[src/rtl/fetch_pkg.sv]
// rtl/fetch_pkg.sv - shared widths, state encoding and buffer entry type for the fetch controller
package fetch_pkg;

  localparam int ADDR_W  = 64;
  localparam int INSTR_W = 32;

  typedef enum logic [1:0] {
    IDLE   = 2'd0,
    RUN    = 2'd1,
    HALTED = 2'd2,
    FAULT  = 2'd3
  } fetch_state_t;

  typedef struct packed {
    logic [ADDR_W-1:0]  pc;
    logic [INSTR_W-1:0] instr;
  } fetch_entry_t;

endpackage

[src/rtl/fetch_buffer.sv]
// rtl/fetch_buffer.sv - 2-entry fetch FIFO; head lives in its own register so outputs are flop-driven
module fetch_buffer
  import fetch_pkg::*;
(
  input  logic         clk,
  input  logic         rst,
  input  logic         push,
  input  logic         pop,
  input  logic         flush,
  input  fetch_entry_t din,
  output logic         full,
  output logic         empty,
  output fetch_entry_t head
);

  fetch_entry_t slot0;
  fetch_entry_t slot1;
  logic [1:0]   count;
  logic         do_push;
  logic         do_pop;

  assign empty   = (count == 2'd0);
  assign full    = (count == 2'd2);
  assign head    = slot0;
  assign do_pop  = pop && !empty;
  assign do_push = push && (!full || do_pop);

  // slot0 is always the head; a pop shifts slot1 forward
  always_ff @(posedge clk or posedge rst) begin
    if (rst) begin
      count <= 2'd0;
      slot0 <= '0;
      slot1 <= '0;
    end else if (flush) begin
      count <= 2'd0;
    end else begin
      case ({do_push, do_pop})
        2'b11: begin
          if (count == 2'd1) begin
            slot0 <= din;
          end else begin
            slot0 <= slot1;
            slot1 <= din;
          end
        end
        2'b01: begin
          slot0 <= slot1;
          count <= count - 2'd1;
        end
        2'b10: begin
          if (count == 2'd0) begin
            slot0 <= din;
          end else begin
            slot1 <= din;
          end
          count <= count + 2'd1;
        end
        default: ;
      endcase
    end
  end

endmodule

[src/rtl/fetch_controller.sv]
// rtl/fetch_controller.sv - PC sequencing, fault/halt/redirect FSM and decode handshake for instruction fetch
module fetch_controller
  import fetch_pkg::*;
#(
  parameter logic [ADDR_W-1:0] BOOT_ADDR = 64'h0,
  parameter int                MEM_SIZE  = 256
) (
  input  logic               clk,
  input  logic               rst,
  input  logic               start,
  input  logic               halt,
  input  logic               redirect_valid,
  input  logic [ADDR_W-1:0]  redirect_addr,
  output logic [ADDR_W-1:0]  imem_addr,
  input  logic [INSTR_W-1:0] imem_data,
  output logic               instr_valid,
  input  logic               instr_ready,
  output logic [INSTR_W-1:0] instr,
  output logic [ADDR_W-1:0]  instr_pc,
  output logic               busy,
  output logic               fault,
  output logic [ADDR_W-1:0]  fault_addr
);

  localparam logic [ADDR_W-1:0] LAST_ADDR = ADDR_W'(MEM_SIZE) - ADDR_W'(4);

  fetch_state_t      state;
  logic [ADDR_W-1:0] pc;
  logic              legal;
  logic              pop;
  logic              push;
  logic              flush;
  logic              buf_full;
  logic              buf_empty;
  fetch_entry_t      buf_head;
  fetch_entry_t      new_entry;

  assign legal       = (pc[1:0] == 2'b00) && (pc <= LAST_ADDR);
  assign pop         = instr_valid && instr_ready;
  assign imem_addr   = pc;
  assign instr_valid = !buf_empty;
  assign instr       = buf_head.instr;
  assign instr_pc    = buf_head.pc;
  assign busy        = (state == RUN);
  assign fault       = (state == FAULT);
  assign new_entry   = '{pc: pc, instr: imem_data};

  // Priority in RUN: redirect, then halt, then fault check, then push
  always_comb begin
    push  = 1'b0;
    flush = 1'b0;
    if (state == RUN) begin
      if (redirect_valid) begin
        flush = 1'b1;
      end else if (!halt && legal && (!buf_full || pop)) begin
        push = 1'b1;
      end
    end else if (start) begin
      flush = 1'b1;
    end
  end

  always_ff @(posedge clk or posedge rst) begin
    if (rst) begin
      state      <= IDLE;
      pc         <= BOOT_ADDR;
      fault_addr <= '0;
    end else if (state == RUN) begin
      if (redirect_valid) begin
        pc <= redirect_addr;
      end else if (halt) begin
        state <= HALTED;
      end else if (!legal) begin
        fault_addr <= pc;
        state      <= FAULT;
      end else if (push) begin
        pc <= pc + ADDR_W'(4);
      end
    end else if (start) begin
      pc    <= BOOT_ADDR;
      state <= RUN;
    end
  end

  fetch_buffer u_buffer (
    .clk   (clk),
    .rst   (rst),
    .push  (push),
    .pop   (pop),
    .flush (flush),
    .din   (new_entry),
    .full  (buf_full),
    .empty (buf_empty),
    .head  (buf_head)
  );

endmodule

[config.mk]
export PLATFORM = sky130hd
export DESIGN_NAME = fetch_controller
export DESIGN_NICKNAME = d
export VERILOG_FILES = /design/src/rtl/fetch_pkg.sv /design/src/rtl/fetch_buffer.sv /design/src/rtl/fetch_controller.sv
export SDC_FILE = /design/constraint.sdc
export NUM_CORES = 1
export LEC_CHECK = 0
export ABC_AREA = 0
export BUFFER_PORTS_ARGS = -buffer_cell sky130_fd_sc_hd__buf_2
export CORE_MARGIN = 3
export CORE_UTILIZATION = 40
export DETAILED_ROUTE_END_ITERATION = 8
export HOLD_SLACK_MARGIN = 0.03
export PLACE_DENSITY = 0.68
export REMOVE_ABC_BUFFERS = 1
export SYNTH_ARGS = -nofsm -noshare
export SYNTH_HDL_FRONTEND = slang
export SYNTH_SLANG_ARGS = --single-unit
export TNS_END_PERCENT = 100
[constraint.sdc]
create_clock -name clk -period 26.4 [get_ports clk]
set_clock_uncertainty 0.05 [all_clocks]
set_input_delay 3.96 -clock clk [delete_from_list [all_inputs] [get_ports clk]]
set_output_delay 3.96 -clock clk [all_outputs]
set_load 0.05 [all_outputs]
# Word level (Yosys, flattened, before mapping)
# Index checks and enable logic that the tools add are counted.
# op_classes
bitwise_logic,4
reduce_logical,22
mux,25
n_eq_ne,15
addsub,3
magnitude_cmp,1
# op_table
operator,n
64-bit two-way mux,6
96-bit two-way mux,4
96-bit case mux with 3 select lines,1
96-bit case mux with 2 select lines,1
64-bit by 3-bit adder with 64-bit output (second input constant),1
64-bit by 8-bit less-or-equal comparator with 1-bit output (second input constant),1
2-bit two-way mux,6
4-bit AND reduction,3
2-bit == test (second input constant),4
2-bit by 1-bit == test with 1-bit output (second input constant),3
1-bit logical AND,6
1-bit two-way mux,6
2-bit inequality test (second input constant),3
3-bit by 2-bit inequality test with 1-bit output (second input constant),2
3-bit inequality test (second input constant),2
3-bit AND reduction,2
3-bit nonzero test,2
2-bit zero test,2
1-bit inverter,4
2-bit case mux with 2 select lines,1
2-bit nonzero test,2
1-bit zero test,3
2-bit by 1-bit adder with 2-bit output (second input constant),1
1-bit logical OR,2
2 further kinds,2
# word_totals
ff_bits,324
output_inout_bits,227

# Logic depth before layout (Yosys ltp)
# logic_depth
depth_word,13
ltp_mapped,14
ltp_nobuf,11

# By module
# A second synthesis with hierarchy kept.
# unflattened
cells_unflattened,1250
hier_area_um2,14933.1
# modules_own_cells
module,seq_area_each_um2,cells_each,n_inst,area_per_inst_um2
fetch_buffer,4854.7,876,1,9803.2
fetch_controller,3253.1,374,1,5129.9

# Worst setup path before layout
# OpenSTA, ideal clock, no wires.
# synth_timing
kind,input port to flip-flop
from,input port redirect_valid
to,register u_buffer.slot0 (netlist bit u_buffer.head[34])
path_buffers,4
cell_stages,12
arrival_time_ns,6.677
setup_ns,0.083
t_required_ns,26.267
setup_slack_ns,19.590
path_cell_list,buf_2 -> or3b_4 -> a211oi_2 -> nand2_1 -> inv_1 -> ha_1 -> clkbuf_1 -> mux2_2 -> clkbuf_1 -> clkbuf_1 -> a22oi_1 -> o21ai_0
# synth_via
elab_chain_len,6
elab_cells_between_ends,13
classes_between,4 x eq/ne; 5 x mux; 1 x bitwise; 3 x reduce/logical
# synth_rtl
element,line,source
from (decl),fetch_controller.sv:12,"input logic redirect_valid,"
1-bit two-way mux,fetch_controller.sv:53,if (redirect_valid) begin
1-bit two-way mux,fetch_controller.sv:52,if (state == RUN) begin
1-bit logical AND,fetch_buffer.sv:26,assign do_push = push && (!full || do_pop);
2-bit == test / 2-bit by 1-bit == test with 1-bit output (equally long branches),fetch_buffer.sv:37,"case ({do_push, do_pop})"
2-bit by 1-bit inequality test with 1-bit output (no line) / 3-bit nonzero test (equally long branches),--,
3-bit AND reduction (no line),--,
to (signal assigned),fetch_buffer.sv:40,slot0 <= din;
to (signal assigned),fetch_buffer.sv:42,slot0 <= slot1;
to (signal assigned),fetch_buffer.sv:47,slot0 <= slot1;
to (decl),fetch_buffer.sv:16,fetch_entry_t slot0;
# Parallel ways exist; a longest one is shown, timed or not.
# A chain may end at the register's enable or synchronous reset.

# Worst setup path in the final report
# layout_timing
from,input port redirect_valid
to,register u_buffer.slot0 (netlist bit u_buffer.head[86])
# Same word-level chain as after synthesis.

==> report_table.html <==
<table>
<tr><th>Metric</th><th>Value</th></tr>
<tr><th colspan="2">Global route</th></tr>
<tr><td>GRT Util Overall</td><td>19.3%</td></tr>
<tr><td>Gr ovfl total</td><td>0</td></tr>
<tr><td>Pin count of the biggest net entering global routing</td><td>112</td></tr>
<tr><td>Number of global-route vias before repair</td><td>9940</td></tr>
<tr><td>Number of antenna violations at the first check in global routing</td><td>8</td></tr>
<tr><td>Global-route wire length before repair</td><td>56300 um</td></tr>
<tr><th colspan="2">Power and ir drop</th></tr>
<tr><td>Peak supply drop</td><td>70.9 uV</td></tr>
<tr><td>Internal Power</td><td>1.05 mW</td></tr>
<tr><td>Clock network power share</td><td>28.8%</td></tr>
<tr><td>Static power due to leakage</td><td>8.74 nW</td></tr>
<tr><td>Sequential share of power</td><td>36.9%</td></tr>
<tr><td>Switching power of the nets</td><td>about 0.75 mW</td></tr>
<tr><td>Switching share of total power</td><td>41.6%</td></tr>
<tr><td>Ratio of total power to cell area</td><td>106 nW/um^2</td></tr>
<tr><td>Comb power frac</td><td>34.3%</td></tr>
<tr><th colspan="2">Synthesis</th></tr>
<tr><td>Number of different library cells in the post-synthesis netlist</td><td>45</td></tr>
<tr><td>Primary FF master, synth</td><td>sky130_fd_sc_hd__dfrtp_1</td></tr>
<tr><td>Sequential fraction of the synthesis area</td><td>59.1%</td></tr>
<tr><td>Fraction of registers with async set/reset</td><td>100%</td></tr>
<tr><td>Simple logic cell fraction of the synthesized area</td><td>4.42%</td></tr>
<tr><td>Synthesized cell area</td><td>13700 um^2</td></tr>
<tr><td>Synthesized-area fraction occupied by adder cells</td><td>0.820%</td></tr>
<tr><td>Number of storage elements in the synthesis netlist</td><td>324</td></tr>
<tr><td>Cell count after synthesis</td><td>1071</td></tr>
<tr><td>Post-synthesis mux area share</td><td>15.8%</td></tr>
<tr><td>Mean post-synth cell area</td><td>12.8 um^2</td></tr>
<tr><td>Count of warnings emitted by yosys</td><td>0</td></tr>
<tr><td>Compound-cell area share of the yosys netlist</td><td>16.7%</td></tr>
<tr><td>Number of enable-type register cells in the synthesized netlist</td><td>0</td></tr>
<tr><td>Dominant combinational cell family by area after synthesis</td><td>compound AO/OA/AOI/OAI gates</td></tr>
<tr><td>Xor-xnor portion of the synthesized cell area</td><td>less than 1%</td></tr>
<tr><th colspan="2">Die</th></tr>
<tr><td>Area of the core region</td><td>33700 um^2</td></tr>
<tr><td>Overall die area</td><td>36600 um^2</td></tr>
<tr><td>Starting density of the core</td><td>around 41%</td></tr>
<tr><td>Ports placed on the boundary</td><td>329</td></tr>
<tr><td>Height of the chip</td><td>191 um</td></tr>
<tr><td>Number of rows created at floorplan</td><td>67</td></tr>
<tr><td>Die outline width</td><td>191 um</td></tr>
<tr><th colspan="2">Timing</th></tr>
<tr><td>Worst slew margin relative to its limit</td><td>28.6%</td></tr>
<tr><td>Worst Hold Slack</td><td>0.420 ns</td></tr>
<tr><td>Share of the cycle needed by the critical path after routing</td><td>28.7%</td></tr>
<tr><td>Setup repair after global routing missed its margin</td><td>false</td></tr>
<tr><td>Post-route minimum period</td><td>7.57 ns</td></tr>
<tr><td>Highest Clock Rate</td><td>132 MHz</td></tr>
<tr><td>Slew Limit Fails</td><td>0</td></tr>
<tr><td>Final Hold Violating Endpoints</td><td>0</td></tr>
<tr><td>Worst-Margin Slew</td><td>1.07 ns</td></tr>
<tr><td>Accumulated negative setup slack</td><td>0 ns</td></tr>
<tr><td>Final setup viols</td><td>0</td></tr>
<tr><th colspan="2">Route</th></tr>
<tr><td>Drt total wl</td><td>36100 um</td></tr>
<tr><td>First-pass iteration count of the detailed router</td><td>4</td></tr>
<tr><td>Final routed wire length divided by cell count</td><td>19.6 um</td></tr>
<tr><td>Detailed-route vias per instance</td><td>5.43</td></tr>
<tr><td>Number of DRC markers after the initial detailed-route iteration</td><td>between 400 and 500</td></tr>
<tr><td>Total DRC errors in the routed layout</td><td>0</td></tr>
<tr><td>Antenna Violating Nets Remaining</td><td>0</td></tr>
<tr><td>Vias</td><td>10.0k</td></tr>
<tr><th colspan="2">Clock tree</th></tr>
<tr><td>Longest Clk Path Bufs</td><td>3</td></tr>
<tr><td>Inserted Clock Buffers</td><td>37</td></tr>
<tr><td>Sink count of the clock tree</td><td>324</td></tr>
<tr><td>TritonCTS clock tree</td><td>done</td></tr>
<tr><td>Setup repair bufs after CTS</td><td>0</td></tr>
<tr><td>Number of levels in the clock H-tree</td><td>2</td></tr>
<tr><td>Number of resized instances in the post-cts repair step</td><td>0</td></tr>
<tr><td>Cts-stage hold buffer count</td><td>0</td></tr>
<tr><td>CTS Root Buffer Type</td><td>sky130_fd_sc_hd__clkbuf_16</td></tr>
<tr><td>Clk_lat worst skew</td><td>0.51 ns</td></tr>
<tr><td>Clock edge transition at the registers on the reported setup and hold paths</td><td>0.06 ns</td></tr>
<tr><th colspan="2">Placement</th></tr>
<tr><td>Dpl cell area</td><td>15700 um^2</td></tr>
<tr><td>Global placer's final weighted congestion</td><td>0.755</td></tr>
<tr><td>Post-detailed-placement half-perimeter wirelength</td><td>23500 um</td></tr>
<tr><td>Port Buf Inserts</td><td>328</td></tr>
<tr><td>Placed cell count</td><td>1778</td></tr>
<tr><th colspan="2">Critical path</th></tr>
<tr><td>Worst Path Max Fanout</td><td>66</td></tr>
<tr><td>CP Capture Type</td><td>flip-flop</td></tr>
<tr><td>Required time at the endpoint of the critical path</td><td>26.75 ns</td></tr>
<tr><td>Path depth of the worst reg2reg path</td><td>10</td></tr>
<tr><td>Kind of start point of the critical path</td><td>primary input</td></tr>
<tr><td>Startpoint-to-endpoint class of the critical path</td><td>primary input to flip-flop</td></tr>
<tr><td>Arrival time of data at the critical path endpoint</td><td>7.92 ns</td></tr>
<tr><td>R2R Setup Slk</td><td>21.61 ns</td></tr>
<tr><th colspan="2">Flow run</th></tr>
<tr><td>Total of max-cap violations</td><td>0</td></tr>
<tr><th colspan="2">Layout</th></tr>
<tr><td>Layout area overhead</td><td>23.7%</td></tr>
<tr><td>Post-route design area</td><td>approximately 17000 um^2</td></tr>
<tr><td>Inserted Diodes</td><td>0</td></tr>
<tr><td>Final #Nets</td><td>1480</td></tr>
<tr><td>Number of standard cells in the final layout excluding fillers</td><td>1845</td></tr>
<tr><td>Fraction of layout cells with a size suffix above 1</td><td>a little over two fifths</td></tr>
<tr><th colspan="2">Min path</th></tr>
<tr><td>Cell depth of the worst min-delay path</td><td>2</td></tr>
<tr><td>Worst Hold Class</td><td>flip-flop to flip-flop</td></tr>
<tr><th colspan="2">Outcome</th></tr>
<tr><td>Outcome</td><td>complete, no violations</td></tr>
</table>
-- state kept, by name (all words and copies together) (netlist names) --
| name | count |
|---|---|
| u_buffer.head | 96 |
| u_buffer.count | 2 |
| imem_addr | 64 |
| u_buffer.slot1 | 96 |
| fault_addr | 64 |
| state | 2 |
-- metal layers --
layer / global-route usage (%) / up-vias / routed length, um
met5: 0 / - / 83
met4: 5.70 / 16 / 1010
met3: 5.78 / 77 / 2880
met2: 30.7 / 318 / 16600
met1: 25.6 / 4995 / 15500
li1: - / 4605 / -
-- worst max-delay path, cell delays in order --
cell and delay [ns]:
sky130_fd_sc_hd__buf_2 0.17, sky130_fd_sc_hd__or3b_4 0.43, sky130_fd_sc_hd__a211oi_2 0.60, sky130_fd_sc_hd__nand2_1 0.21
sky130_fd_sc_hd__ha_2 0.38, sky130_fd_sc_hd__buf_4 0.53, sky130_fd_sc_hd__mux2_2 0.72, sky130_fd_sc_hd__buf_4 0.50
sky130_fd_sc_hd__a22oi_1 0.14, sky130_fd_sc_hd__o21ai_0 0.21
-- kinds of logic (layout without fill, tap and decap cells) --
| family | after synthesis | after routing |
|---|---|---|
| fa+ha+maj | 9 | 9 |
| mux | 195 | 195 |
| xor+xnor | 2 | 2 |
| buf+inv | 95 | 421 |
| compound gates | 317 | 317 |
| flops | 324 | 324 |
| simple gates | 129 | 129 |
-- cell type report --
type                       count  area, um^2
fill                        3010       16700
sequential                   324        8110
multi-input combinational    652        5260
timing repair buffer         343        1750
clock buffer                  48        1090
tap                          448         561
clock inverter                19         161
inverter                      11        48.8
-- cells in the final DEF, fill, tap and decap left out, types with 2 or more instances in the layout --
cell type / synthesis / layout
sky130_fd_sc_hd__mux2_2: 154 / 154
sky130_fd_sc_hd__clkinvlp_4: 0 / 2
sky130_fd_sc_hd__dfrtp_1: 324 / 324
sky130_fd_sc_hd__buf_4: 0 / 15
sky130_fd_sc_hd__a211oi_1: 33 / 33
sky130_fd_sc_hd__clkbuf_8: 0 / 8
sky130_fd_sc_hd__a21oi_4: 0 / 2
sky130_fd_sc_hd__buf_2: 4 / 328
sky130_fd_sc_hd__inv_6: 0 / 2
sky130_fd_sc_hd__clkinv_2: 0 / 12
sky130_fd_sc_hd__nand2b_1: 3 / 3
sky130_fd_sc_hd__a22o_1: 54 / 54
sky130_fd_sc_hd__nand3_1: 3 / 3
sky130_fd_sc_hd__o21ai_0: 71 / 71
sky130_fd_sc_hd__a221oi_1: 33 / 33
sky130_fd_sc_hd__mux2i_1: 35 / 35
sky130_fd_sc_hd__nand4_1: 5 / 5
sky130_fd_sc_hd__inv_1: 11 / 10
sky130_fd_sc_hd__mux2_4: 6 / 6
sky130_fd_sc_hd__clkbuf_16: 0 / 39
sky130_fd_sc_hd__a22oi_1: 65 / 65
sky130_fd_sc_hd__a31oi_1: 3 / 3
sky130_fd_sc_hd__nor4_1: 14 / 14
sky130_fd_sc_hd__nor2_1: 17 / 17
sky130_fd_sc_hd__xnor2_1: 2 / 2
sky130_fd_sc_hd__bufinv_16: 0 / 2
sky130_fd_sc_hd__a2bb2oi_1: 3 / 3
sky130_fd_sc_hd__ha_1: 9 / 7
sky130_fd_sc_hd__ha_2: 0 / 2
sky130_fd_sc_hd__a21oi_1: 14 / 13
sky130_fd_sc_hd__nand2_1: 77 / 76
sky130_fd_sc_hd__a21o_1: 32 / 32
-- through the flow --
stage	power [mW]	utilization [%]	setup slack (ns)
after floorplan	1.12	-	13.42
after global placement	1.29	46.7	18.39
after detailed placement	1.29	46.7	18.30
after CTS	1.82	50.4	18.80
after global routing	1.88	50.4	18.57
final	1.80	50.4	18.83
-- path summary, 6_finish.rpt --
kind / start / endpoint
min reg2reg: u_buffer.head[54] / u_buffer.head[54]
max: redirect_valid / u_buffer.head[86]
max reg2reg: imem_addr[25] / u_buffer.head[86]
min: u_buffer.head[54] / u_buffer.head[54]
max in group asynchronous: rst / fault_addr[45]
min in group asynchronous: rst / fault_addr[0]
-- power by group through the flow --
| stage | Clock (mW) | Sequential [mW] | Combinational [mW] |
|---|---|---|---|
| after floorplan | 0 | 0.965 | 0.152 |
| final | 0.518 | 0.664 | 0.617 |
| after detailed placement | 0 | 0.673 | 0.621 |
| after global placement | 0 | 0.670 | 0.616 |
| after global routing | 0.553 | 0.678 | 0.648 |
| after CTS | 0.532 | 0.665 | 0.622 |
-- Yosys cell counts (all sizes together) (2+ instances only) --
| master | count | area [um^2] |
|---|---|---|
| a22oi | 65 | 488 |
| o21ai | 72 | 364 |
| mux2i | 35 | 350 |
| ha | 9 | 113 |
| a221oi | 33 | 289 |
| a21o | 32 | 240 |
| nand2b | 3 | 18.8 |
| nand2 | 77 | 289 |
| buf | 12 | 103 |
| nand3 | 3 | 15.0 |
| dfrtp | 324 | 8110 |
| nor2 | 17 | 63.8 |
| xnor2 | 2 | 17.5 |
| mux2 | 160 | 1820 |
| clkbuf | 72 | 270 |
| nand4 | 5 | 31.3 |
| a22o | 55 | 483 |
| inv | 11 | 41.3 |
| a2bb2oi | 3 | 26.3 |
| a21oi | 15 | 78.8 |
| a211oi | 34 | 260 |
| nor4 | 15 | 109 |
| a31oi | 3 | 18.8 |
No activity file was read; power rests on OpenSTA's default activity.
